--- config.mk ---
export PLATFORM = sky130hd
export DESIGN_NAME = spi_controller
export DESIGN_NICKNAME = d
export VERILOG_FILES = /design/src/rtl/spi_pkg.sv /design/src/rtl/spi_clk_div.sv /design/src/rtl/spi_controller.sv
export SDC_FILE = /design/constraint.sdc
export NUM_CORES = 1
export LEC_CHECK = 0
export CAP_MARGIN = 20
export CORE_ASPECT_RATIO = 0.5
export CORE_MARGIN = 2
export CORE_UTILIZATION = 50
export CTS_BUF_LIST = sky130_fd_sc_hd__clkbuf_16
export CTS_CLUSTER_SIZE = 8
export DETAILED_ROUTE_END_ITERATION = 6
export PLACE_DENSITY = 0.85
export SLEW_MARGIN = 20
export SYNTH_ARGS = -nofsm -noshare
export SYNTH_HDL_FRONTEND = slang
export SYNTH_SLANG_ARGS = --single-unit
export TNS_END_PERCENT = 20
--- constraint.sdc ---
create_clock -name clk -period 2.6 [get_ports clk]
set_input_delay 0.26 -clock clk [delete_from_list [all_inputs] [get_ports clk]]
set_output_delay 0.26 -clock clk [all_outputs]
set_load 0.03 [all_outputs]
--- src/rtl/spi_pkg.sv ---
// Shared constants for the SPI initiator: frame layout, peripheral register map
// and controller state encoding.
package spi_pkg;

  localparam int FRAME_W  = 16;
  localparam int RW_BIT   = 15;
  localparam int ADDR_MSB = 14;
  localparam int ADDR_LSB = 8;
  localparam int DATA_MSB = 7;

  localparam logic [6:0] EN_OUT_7_0  = 7'd0;
  localparam logic [6:0] EN_OUT_15_8 = 7'd1;
  localparam logic [6:0] EN_PWM_7_0  = 7'd2;
  localparam logic [6:0] EN_PWM_15_8 = 7'd3;
  localparam logic [6:0] PWM_DUTY    = 7'd4;

  localparam logic [2:0] ST_IDLE  = 3'd0;
  localparam logic [2:0] ST_LEAD  = 3'd1;
  localparam logic [2:0] ST_SHIFT = 3'd2;
  localparam logic [2:0] ST_TRAIL = 3'd3;
  localparam logic [2:0] ST_GAP   = 3'd4;

  typedef enum logic [2:0] {
    IDLE  = ST_IDLE,
    LEAD  = ST_LEAD,
    SHIFT = ST_SHIFT,
    TRAIL = ST_TRAIL,
    GAP   = ST_GAP
  } state_t;

endpackage

--- src/rtl/spi_clk_div.sv ---
// Half-period tick generator: pulses tick every CLK_DIV enabled cycles,
// restarting from zero whenever clr is high or the divider is disabled.
module spi_clk_div #(
  parameter int CLK_DIV = 4
) (
  input  logic clk,
  input  logic rst,
  input  logic en,
  input  logic clr,
  output logic tick
);

  localparam logic [7:0] TERM = 8'(CLK_DIV - 1);

  logic [7:0] cnt;

  assign tick = en && !clr && (cnt == TERM);

  always_ff @(posedge clk or posedge rst) begin
    if (rst) begin
      cnt <= '0;
    end else if (clr || !en || tick) begin
      cnt <= '0;
    end else begin
      cnt <= cnt + 8'd1;
    end
  end

endmodule

--- src/rtl/spi_controller.sv ---
// Mode-0, MSB-first SPI initiator sending 16-bit {rw, addr, data} frames with
// generous nCS lead/trail/gap margins for a synchronising peripheral.
module spi_controller
  import spi_pkg::*;
#(
  parameter int CLK_DIV = 4
) (
  input  logic       clk,
  input  logic       rst,
  input  logic       start,
  input  logic       rw,
  input  logic [6:0] addr,
  input  logic [7:0] wdata,
  input  logic       CIPO,
  output logic       busy,
  output logic       done,
  output logic [7:0] rdata,
  output logic       nCS,
  output logic       SCLK,
  output logic       COPI
);

  state_t               state, state_n;
  logic [FRAME_W-1:0]   shift_reg, shift_n;
  logic [7:0]           rx_reg, rx_n;
  logic [3:0]           bit_cnt, bit_cnt_n;
  logic                 gap_half, gap_half_n;
  logic                 busy_n, done_n, ncs_n, sclk_n, copi_n;
  logic [7:0]           rdata_n;
  logic                 tick, div_en, div_clr;

  spi_clk_div #(.CLK_DIV(CLK_DIV)) u_div (
    .clk  (clk),
    .rst  (rst),
    .en   (div_en),
    .clr  (div_clr),
    .tick (tick)
  );

  assign div_en = (state != IDLE);

  always_ff @(posedge clk or posedge rst) begin
    if (rst) begin
      state     <= IDLE;
      shift_reg <= '0;
      rx_reg    <= '0;
      bit_cnt   <= '0;
      gap_half  <= 1'b0;
      busy      <= 1'b0;
      done      <= 1'b0;
      rdata     <= '0;
      nCS       <= 1'b1;
      SCLK      <= 1'b0;
      COPI      <= 1'b0;
    end else begin
      state     <= state_n;
      shift_reg <= shift_n;
      rx_reg    <= rx_n;
      bit_cnt   <= bit_cnt_n;
      gap_half  <= gap_half_n;
      busy      <= busy_n;
      done      <= done_n;
      rdata     <= rdata_n;
      nCS       <= ncs_n;
      SCLK      <= sclk_n;
      COPI      <= copi_n;
    end
  end

  always_comb begin
    state_n    = state;
    shift_n    = shift_reg;
    rx_n       = rx_reg;
    bit_cnt_n  = bit_cnt;
    gap_half_n = gap_half;
    busy_n     = busy;
    done_n     = 1'b0;
    rdata_n    = rdata;
    ncs_n      = nCS;
    sclk_n     = SCLK;
    copi_n     = COPI;
    div_clr    = 1'b0;

    case (state)
      IDLE: begin
        div_clr = 1'b1;
        // The cycle carrying the done pulse never accepts a new request.
        if (start && !done) begin
          shift_n[RW_BIT]            = rw;
          shift_n[ADDR_MSB:ADDR_LSB] = addr;
          shift_n[DATA_MSB:0]        = wdata;
          copi_n     = rw;
          ncs_n      = 1'b0;
          busy_n     = 1'b1;
          bit_cnt_n  = '0;
          gap_half_n = 1'b0;
          state_n    = LEAD;
        end
      end
      LEAD: begin
        if (tick) begin
          sclk_n  = 1'b1;
          rx_n    = {rx_reg[6:0], CIPO};
          state_n = SHIFT;
        end
      end
      SHIFT: begin
        if (tick) begin
          if (!SCLK) begin
            sclk_n = 1'b1;
            rx_n   = {rx_reg[6:0], CIPO};
          end else begin
            sclk_n = 1'b0;
            if (bit_cnt != 4'd15) begin
              shift_n   = {shift_reg[FRAME_W-2:0], 1'b0};
              copi_n    = shift_reg[FRAME_W-2];
              bit_cnt_n = bit_cnt + 4'd1;
            end else begin
              rdata_n = rx_reg;
              state_n = TRAIL;
            end
          end
        end
      end
      TRAIL: begin
        if (tick) begin
          ncs_n   = 1'b1;
          copi_n  = 1'b0;
          state_n = GAP;
        end
      end
      GAP: begin
        // Two divider periods of nCS high before reporting completion.
        if (tick) begin
          if (!gap_half) begin
            gap_half_n = 1'b1;
          end else begin
            done_n  = 1'b1;
            busy_n  = 1'b0;
            state_n = IDLE;
          end
        end
      end
      default: begin
        state_n = IDLE;
      end
    endcase
  end

endmodule

==> run metrics, run 1 <==
status complete, no violations; vias per cell between 5 and 6; combinational family with the most area after synthesis simple AND/OR/NAND/NOR gates; Worst-path clk slew around 70 ps; critical path's largest stage delay roughly 520 ps; Worst slew margin 0.331; Nets 252; WP data arrival 2520 ps; Remaining DRCs 0; top cell type's share of synthesized area 0.535; worst min-delay path category in -> async; Mapped Cells 195; ys flop type dfrtp_1; Tot GR Track Use 0.197; H-tree Lvls 2; PostCTS Resize Cnt 0; Avg WL per Cell 16.2 um; final std cells w/o fill 297; postcts setup bufs 0; Pre-Repair DR Iteration Count 4; Final ANT Viol Nets 0; CTS buffer count 5; GP Congestion approximately 0.83; total grt overflow 0; Setup crit start kind flip-flop; CP max-delay cell or4b_1; final worst slack between 200 and 300 ps; core outline area around 4500 um^2; Vias 1,680; initial antenna violation count 0; Ys Warns 0; PwrDens a little under 1000 nW/um^2; Die W 102 um; sequential share of the synthesized area 0.546; post-synthesis simple-gate area fraction 0.150; post-synth top area cell dfrtp_1; most common cell in the netlist dfrtp_1; CP max FO 14; CTS tree yes; Multi-input gate area between 1000 and 1500 um^2; worst setup path category reg -> reg; crit path time final 2350 ps; chip height 52.8 um; Slew Viols, Final 0; max reg flops 15; diode count 0; Pleak about 1.2 nW; Mean Syn Cell Area ~12 um^2; Synth Area in XOR/XNOR 0.0257; setup_tns 0 ps; port buffer count 32; Synth Area in Adders 0.0105; Syn Nets 217; Post-Route Skew about 4.4 ps; Fmax achieved 426 MHz; vias in the first global route 1,706; share of post-route cells with drive strength above 1 0.203; crit path cell chain ha_1 > or4b_1 > nor2_2 > o211ai_1 > o221a_2; peak supply drop ~0.4 mV; clock sinks 52; Mapped Area 2380 um^2; CTS Hold Bufs 0; worst slew pin tran 999 ps; Final Hold Fails 0; Clock Latency Late Sink slightly below 300 ps; post-synth cell types 46; Tot Pwr roughly 2.9 mW; RSZ-0062 raised after global routing no; post-synthesis mux area share 0.112; die area about 5400 um^2; Synth Area in Compound Gates 0.123; FF+latch area about 1300 um^2; Placed Cells 289; I/O pins 33; first-pass GRT wire length ~7.9 mm; row count 17; Post-Route WL a little under 5 mm; top cells by area, synth dfrtp_1 (54%), mux2_2 (9.9%), or3_1 (3.1%); pre-CTS setup slack around 120 ps; crit end category flip-flop; maxcap violations 0; synthesized flop and latch total 52; Reg2Reg Depth 5; Post-DP Area about 2800 um^2; CTS Buffer Depth 2; largest net degree at the start of global routing 40; Area Growth Syn to Fin 23.9%; Async S/R FF share, synth 1.00; most frequent cells after synthesis dfrtp_1 (51), mux2_2 (21), nor2_1 (13); Final Instance Area slightly below 3000 um^2; Tcrit/Tclk final 0.902; Data required, critical path about 2800 ps; 1st-iter DRT viols about 150; EDFF count, synth 0; Root Driver clkbuf_16; final setup fails 0; hpwl dp about 3.4 mm; Fill cells 338; Starting Density 0.531
[through the flow]
step,hold slack [ps],utilization
after floorplan,377,-
after global placement,442,0.620
after detailed placement,450,0.620
after global routing,260,0.658
final,237,0.658
after CTS,243,0.658
[placed cells by master (no fill, tap or decap), drive strengths merged, types with 4 or more instances in the layout]
master and n:
dfrtp 51, clkdlybuf4s50 32, mux2 21, nor2 14
or3 13, o221a 12, inv 9, nand3 6
nand2 6, and3 5, clkbuf 5, a21oi 5
xor2 4, buf 4
[final cells by class]
cell class,count,share of cell area
clock buffer,5,0.0424
clock inverter,3,0.0157
inverter,8,0.0102
multi-input combinational,127,0.340
sequential,52,0.441
tap,66,0.0280
timing repair buffer,36,0.123
[critical path: cells and delay by family, from the launching register on]
kind	cells	cell delay, ps
compound gates	2	850
fa+ha+maj	1	250
flops	1	370
simple gates	2	760
[cell families after synthesis]
| group | after synthesis |
|---|---|
| compound gates | 32 |
| xor+xnor | 7 |
| fa+ha+maj | 2 |
| buf+inv | 16 |
| flops | 52 |
| mux | 24 |
| simple gates | 62 |
[layer usage]
| metal | vias to the layer above | global-route usage | part of all wire |
|---|---|---|---|
| met3 | 5 | 0.0507 | 0.047 |
| met2 | 41 | 0.337 | 0.50 |
| met1 | 848 | 0.247 | 0.45 |
| li1 | 786 | - | - |
| met4 | 0 | 0.0631 | 0.0083 |
| met5 | - | 0 | 0 |
[report_power, final]
group	total, mW	switching (mW)	internal [mW]
clock network	0.757	0.300	0.458
logic	0.896	0.441	0.454
registers	1.24	0.193	1.05
total	2.89	0.934	1.96
[path summary, 6_finish.rpt]
kind / to / slack [ps] / start
min in group clk: u_div.cnt[0] / 460 / u_div.cnt[0]
worst max register to register: shift_reg[12] / 250 / u_div.cnt[0]
max in group asynchronous: nCS / 1790 / rst
worst min-delay path: rdata[3] / 240 / rst
worst min register to register: u_div.cnt[0] / 460 / u_div.cnt[0]
worst max-delay path: shift_reg[12] / 250 / u_div.cnt[0]
Note: power is estimated with default switching activity, not from simulation.
==> run 2, diff against run 1 <==
- CTS_BUF_LIST: sky130_fd_sc_hd__clkbuf_16 -> unset
==> run 2 against run 1 <==
  * Sequential power about the same
  * Critical endpoint unchanged
  * Via count down 1.2%
  * Hold slack worse by 26 ps
  * Highest routed layer unchanged
==> run metrics, run 2 (same netlist as run 1, synthesis figures left out) <==
setup_tns 0 ps (unchanged); largest net degree at the start of global routing 40 (unchanged); crit end category flip-flop (unchanged); maxcap violations 0 (unchanged); Data required, critical path 2800 ps (was 2780 ps); total grt overflow 0 (unchanged); row count 17 (unchanged); Root Driver clkbuf_8 (was clkbuf_16); core outline area 4490 um^2 (unchanged); max reg flops 15 (unchanged); worst setup path category reg -> reg (unchanged); worst min-delay path category in -> async (unchanged); Worst slew margin 0.321 (was 0.331); Clock Latency Late Sink 310 ps (was 290 ps); chip height 52.8 um (unchanged); Tot GR Track Use 0.194 (was 0.197); GP Congestion 0.834 (unchanged); share of post-route cells with drive strength above 1 0.203 (unchanged); port buffer count 32 (unchanged); Post-Route Skew 6.48 ps (was 4.37 ps); PwrDens 932 nW/um^2 (was 979 nW/um^2); Post-DP Area 2780 um^2 (unchanged); status complete, no violations (unchanged); Starting Density 0.531 (unchanged); Critical Path Start u_div.cnt[0] (unchanged); worst slew pin tran 1010 ps (was 999 ps); most common cell after layout, fill and taps aside dfrtp_1 (unchanged); crit path time final 2340 ps (was 2350 ps); postcts setup bufs 0 (unchanged); Final ANT Viol Nets 0 (unchanged); Final Hold Fails 0 (unchanged); CP delay by family, top compound AO/OA/AOI/OAI gates (unchanged); Vias 1,660 (was 1,680); critical path's largest stage delay 520 ps (about the same); peak supply drop 0.427 mV (was 0.403 mV); CTS Hold Bufs 0 (unchanged); Remaining DRCs 0 (unchanged); Avg WL per Cell 16.1 um (was 16.2 um); crit path cell chain ha_1 > or4b_1 > nor2_2 > o211ai_1 > o221a_2 (unchanged); RSZ-0062 raised after global routing no (unchanged); Critical path buffers and inverters 0 (unchanged); Nets 252 (unchanged); Setup crit start kind flip-flop (unchanged); Tot Pwr 2.70 mW (was 2.89 mW); max layer used met4 (unchanged); routed wl met3 235 um (was 224 um); Die W 102 um (unchanged); vias in the first global route 1,658 (was 1,706); CTS tree yes (unchanged); vias per cell 5.59 (was 5.66); Pre-Repair DR Iteration Count 4 (unchanged); CP max FO 14 (unchanged); CTS Buffer Depth 2 (unchanged); Final Instance Area 2900 um^2 (was 2950 um^2); Fmax achieved 428 MHz (was 426 MHz); CP max-delay cell or4b_1 (unchanged); most frequent cells in the layout dfrtp_1 (51), clkdlybuf4s50_1 (32), mux2_2 (21) (unchanged); Area Growth Syn to Fin 21.5% (was 23.9%); final core occ 0.645 (was 0.658); H-tree Lvls 2 (unchanged); I/O pins 33 (unchanged); CTS buffer count 5 (unchanged); Pleak 1.21 nW (was 1.24 nW); Worst-path clk slew 100 ps (was 70 ps); Fill cells 349 (was 338); worst r2r src u_div.cnt[0] (unchanged); WP data arrival 2540 ps (was 2520 ps); PostCTS Resize Cnt 0 (unchanged); final setup fails 0 (unchanged); Post-Route WL 4.78 mm (was 4.82 mm); first-pass GRT wire length 7.81 mm (was 7.92 mm); hpwl dp 3.36 mm (unchanged); Tcrit/Tclk final 0.898 (was 0.902); die area 5370 um^2 (unchanged); diode count 0 (unchanged); 1st-iter DRT viols 116 (was 147); clock sinks 52 (unchanged); Slew Viols, Final 0 (unchanged); Metal-1 WL 2.16 mm (was 2.14 mm); Met2 Wirelength 2.34 mm (was 2.41 mm); initial antenna violation count 0 (unchanged)
-- run 2: cell counts in the layout (fill, tap and decap cells not counted) --
Identical to the previous run, type by type.
-- run 2: layer usage --
metal  up-vias  GRT usage
li1        787          -
met1       830      0.249
met2        38      0.326
met3         5     0.0533
met4         0     0.0563
met5         -          0
-- run 2: path summary, 6_finish.rpt --
kind                            endpoint  slack [ps]  depth (start not counted)
hold / removal                  rdata[3]         210                          2
min in group clk            u_div.cnt[0]         460                          1
hold reg to reg             u_div.cnt[0]         460                          1
setup reg to reg           shift_reg[12]         260                          5
setup / recovery           shift_reg[12]         260                          5
max in group asynchronous            nCS        1810                          3
-- run 2: power breakdown --
group	switching (mW)	leakage [nW]	internal (mW)
Clock	0.282	0.0548	0.290
Combinational	0.437	0.513	0.454
Sequential	0.191	0.646	1.04
-- run 2: metrics by stage --
step	worst slack, ps	instances	hold WS (ps)
2_1_floorplan	621	195	377
3_3_place_gp	262	289	442
3_5_place_dp	124	289	450
4_1_cts	276	297	219
5_1_grt	115	297	226
6_report	264	297	211
-- run 2: layout make-up --
class | count | area, um^2 | area share
Timing Repair Buffer | 36 | 363 | 0.125
Inverter | 8 | 30.0 | 0.0104
Clock buffer | 5 | 68.8 | 0.0238
Multi-Input combinational cell | 127 | 1000 | 0.346
Tap cell | 66 | 82.6 | 0.0285
Sequential cell | 52 | 1300 | 0.450
Clock inverter | 3 | 46.3 | 0.0160
-- run 2: worst reg2reg max path, cell delays in order (launching register included) --
cell,delay (ps)
dfrtp_1,380
ha_1,230
or4b_1,520
nor2_2,240
o211ai_1,450
o221a_2,410
==> run 3, diff against run 2 <==
- CORE_UTILIZATION: 50 -> 45
- PLACE_DENSITY: 0.85 -> 0.79
==> run 3 against run 2 <==
  * Clock power rose by 3%
  * Hold slack improved by 230 ps
  * Largest cell class unchanged
  * Non-clock buffer count rose by 1
  * Cell count rose by 1.7%
  * Largest power group unchanged
  * Register-to-register slack improved by 80 ps
==> run metrics, run 3 (same netlist as run 1, synthesis figures left out) <==
status complete, no violations (unchanged); setup_tns 0 ps (unchanged); GP Congestion 0.862 (was 0.834); final setup fails 0 (unchanged); Remaining DRCs 0 (unchanged); Fill cells 420 (was 349); flop-to-flop setup slack 340 ps (was 260 ps); Tcrit/Tclk final 0.867 (was 0.898); crit end category flip-flop (unchanged); Crit path depth 5 (unchanged); FF+latch area 1300 um^2 (unchanged); final core occ 0.578 (was 0.645); Area Growth Syn to Fin 21.8% (was 21.5%); 1st-iter DRT viols 91 (was 116); initial antenna violation count 0 (unchanged); CTS buffer count 5 (unchanged); Setup crit start kind flip-flop (unchanged); Pre-Repair DR Iteration Count 4 (unchanged); clock group share of total power 0.217 (was 0.212); postcts setup bufs 0 (unchanged); Avg WL per Cell 15.2 um (was 16.1 um); I/O pins 33 (unchanged); Pleak 1.22 nW (was 1.21 nW); Tot GR Track Use 0.165 (was 0.194); WP data arrival 2460 ps (was 2540 ps); worst min-delay path category in -> async (unchanged); Die W 107 um (was 102 um); total grt overflow 0 (unchanged); Post-Route Skew 8.37 ps (was 6.48 ps); maxcap violations 0 (unchanged); WHS 440 ps (was 211 ps); chip height 55.5 um (was 52.8 um); die area 5930 um^2 (was 5370 um^2); worst setup path category reg -> reg (unchanged); Slew Viols, Final 0 (unchanged); worst r2r src u_div.cnt[0] (unchanged); port buffer count 32 (unchanged); max reg flops 15 (unchanged); hpwl dp 3.20 mm (was 3.36 mm); RSZ-0062 raised after global routing no (unchanged); Critical Path Start u_div.cnt[0] (unchanged); Final ANT Viol Nets 0 (unchanged); Worst-path clk slew 90 ps (was 100 ps); Int Pwr 1.81 mW (was 1.79 mW); FF-to-FF End shift_reg[13] (was shift_reg[12]); largest net degree at the start of global routing 53 (was 40); PostCTS Resize Cnt 0 (unchanged); Critical path buffers and inverters 0 (unchanged); Worst slew margin 0.309 (was 0.321); row count 18 (was 17); Root Driver clkbuf_8 (unchanged); Final Hold Fails 0 (unchanged); crit path to shift_reg[13] (was shift_reg[12]); CTS Buffer Depth 2 (unchanged); crit path cell chain ha_1 > or4b_1 > nor2_2 > o211ai_1 > o221a_2 (unchanged); Net Switching 0.887 mW (was 0.910 mW); Reg2Reg Depth 5 (unchanged); worst slew pin tran 1030 ps (was 1010 ps); CTS Hold Bufs 0 (unchanged); H-tree Lvls 2 (unchanged); diode count 0 (unchanged); first-pass GRT wire length 7.68 mm (was 7.81 mm); CP max-delay cell or4b_1 (unchanged); CTS tree yes (unchanged); clock sinks 52 (unchanged); vias in the first global route 1,594 (was 1,658); crit path time final 2260 ps (was 2340 ps); share of post-route cells with drive strength above 1 0.207 (was 0.203); Data required, critical path 2800 ps (about the same); Starting Density 0.475 (was 0.531); most common cell after layout, fill and taps aside dfrtp_1 (unchanged); most frequent cells in the layout dfrtp_1 (51), clkdlybuf4s50_1 (32), mux2_2 (21) (unchanged); Clock Latency Late Sink 310 ps (about the same); Seq pwr share 0.456 (was 0.458); PwrDens 930 nW/um^2 (was 932 nW/um^2); CP max FO 14 (unchanged); peak supply drop 0.383 mV (was 0.427 mV); critical path's largest stage delay 490 ps (was 520 ps); Post-Route WL 4.58 mm (was 4.78 mm); Nets 253 (was 252); Tot Pwr 2.70 mW (about the same); Net Sw Frac 0.329 (was 0.337); Multi-input gate area 1000 um^2 (unchanged); Vias 1,649 (was 1,660); Fmax achieved 443 MHz (was 428 MHz); combinational share of power 0.327 (was 0.330); CP delay by family, top compound AO/OA/AOI/OAI gates (unchanged); core outline area 5020 um^2 (was 4490 um^2); vias per cell 5.46 (was 5.59)
## run 3: cell types whose count changed in the layout (fill, tap and decap cells not counted), sizes merged
cell,previous run,this run
buf,4,5
clkbuf,5,6
clkinv,0,1
clkinvlp,1,0
inv,9,8
## run 3: cell type report
| type | count | area share |
|---|---|---|
| clock buffer | 6 | 0.0284 |
| clock inverter | 2 | 0.0134 |
| inverter | 8 | 0.0103 |
| multi-input combinational | 127 | 0.346 |
| sequential | 52 | 0.449 |
| tap | 70 | 0.0302 |
| timing repair buffer | 37 | 0.123 |
## run 3: worst reg2reg max path, cell delays in order (launching register included)
cell	delay [ps]
dfrtp_1	370
ha_1	220
or4b_1	490
nor2_2	210
o211ai_1	440
o221a_2	410
## run 3: per-stage QoR
step                cells  instance area (um^2)  setup WS, ps
finish                302                  2900           345
global route          302                  2900           202
CTS                   302                  2900           340
detailed placement    294                  2780           359
global placement      294                  2780           435
floorplan             195                  2380           621
## run 3: worst min-delay path by stage
stage / from / to / slack [ps] / depth (start not counted)
final: rst / rdata[7] / 440 / 3
after global routing: u_div.cnt[0] / u_div.cnt[0] / 480 / 1
after CTS: rst / u_div.cnt[2] / 450 / 3
after detailed placement: u_div.cnt[0] / u_div.cnt[0] / 450 / 1
after global placement: u_div.cnt[0] / u_div.cnt[0] / 440 / 1
after floorplan: wdata[0] / shift_reg[0] / 380 / 2
## run 3: power by group through the flow
stage	Combinational, mW	Sequential (mW)	Clock [mW]
after floorplan	0.671	1.21	0
after global placement	0.862	1.23	0
after detailed placement	0.883	1.24	0
after CTS	0.890	1.23	0.601
after global routing	0.971	1.26	0.635
final	0.882	1.23	0.587
## run 3: routing by layer
metal / wire length, um / vias to the layer above / GRT usage
met4: 91 / 0 / 0.0686
met3: 170 / 9 / 0.0449
met5: 0 / - / 0
li1: - / 783 / -
met1: 2290 / 831 / 0.231
met2: 2030 / 26 / 0.243
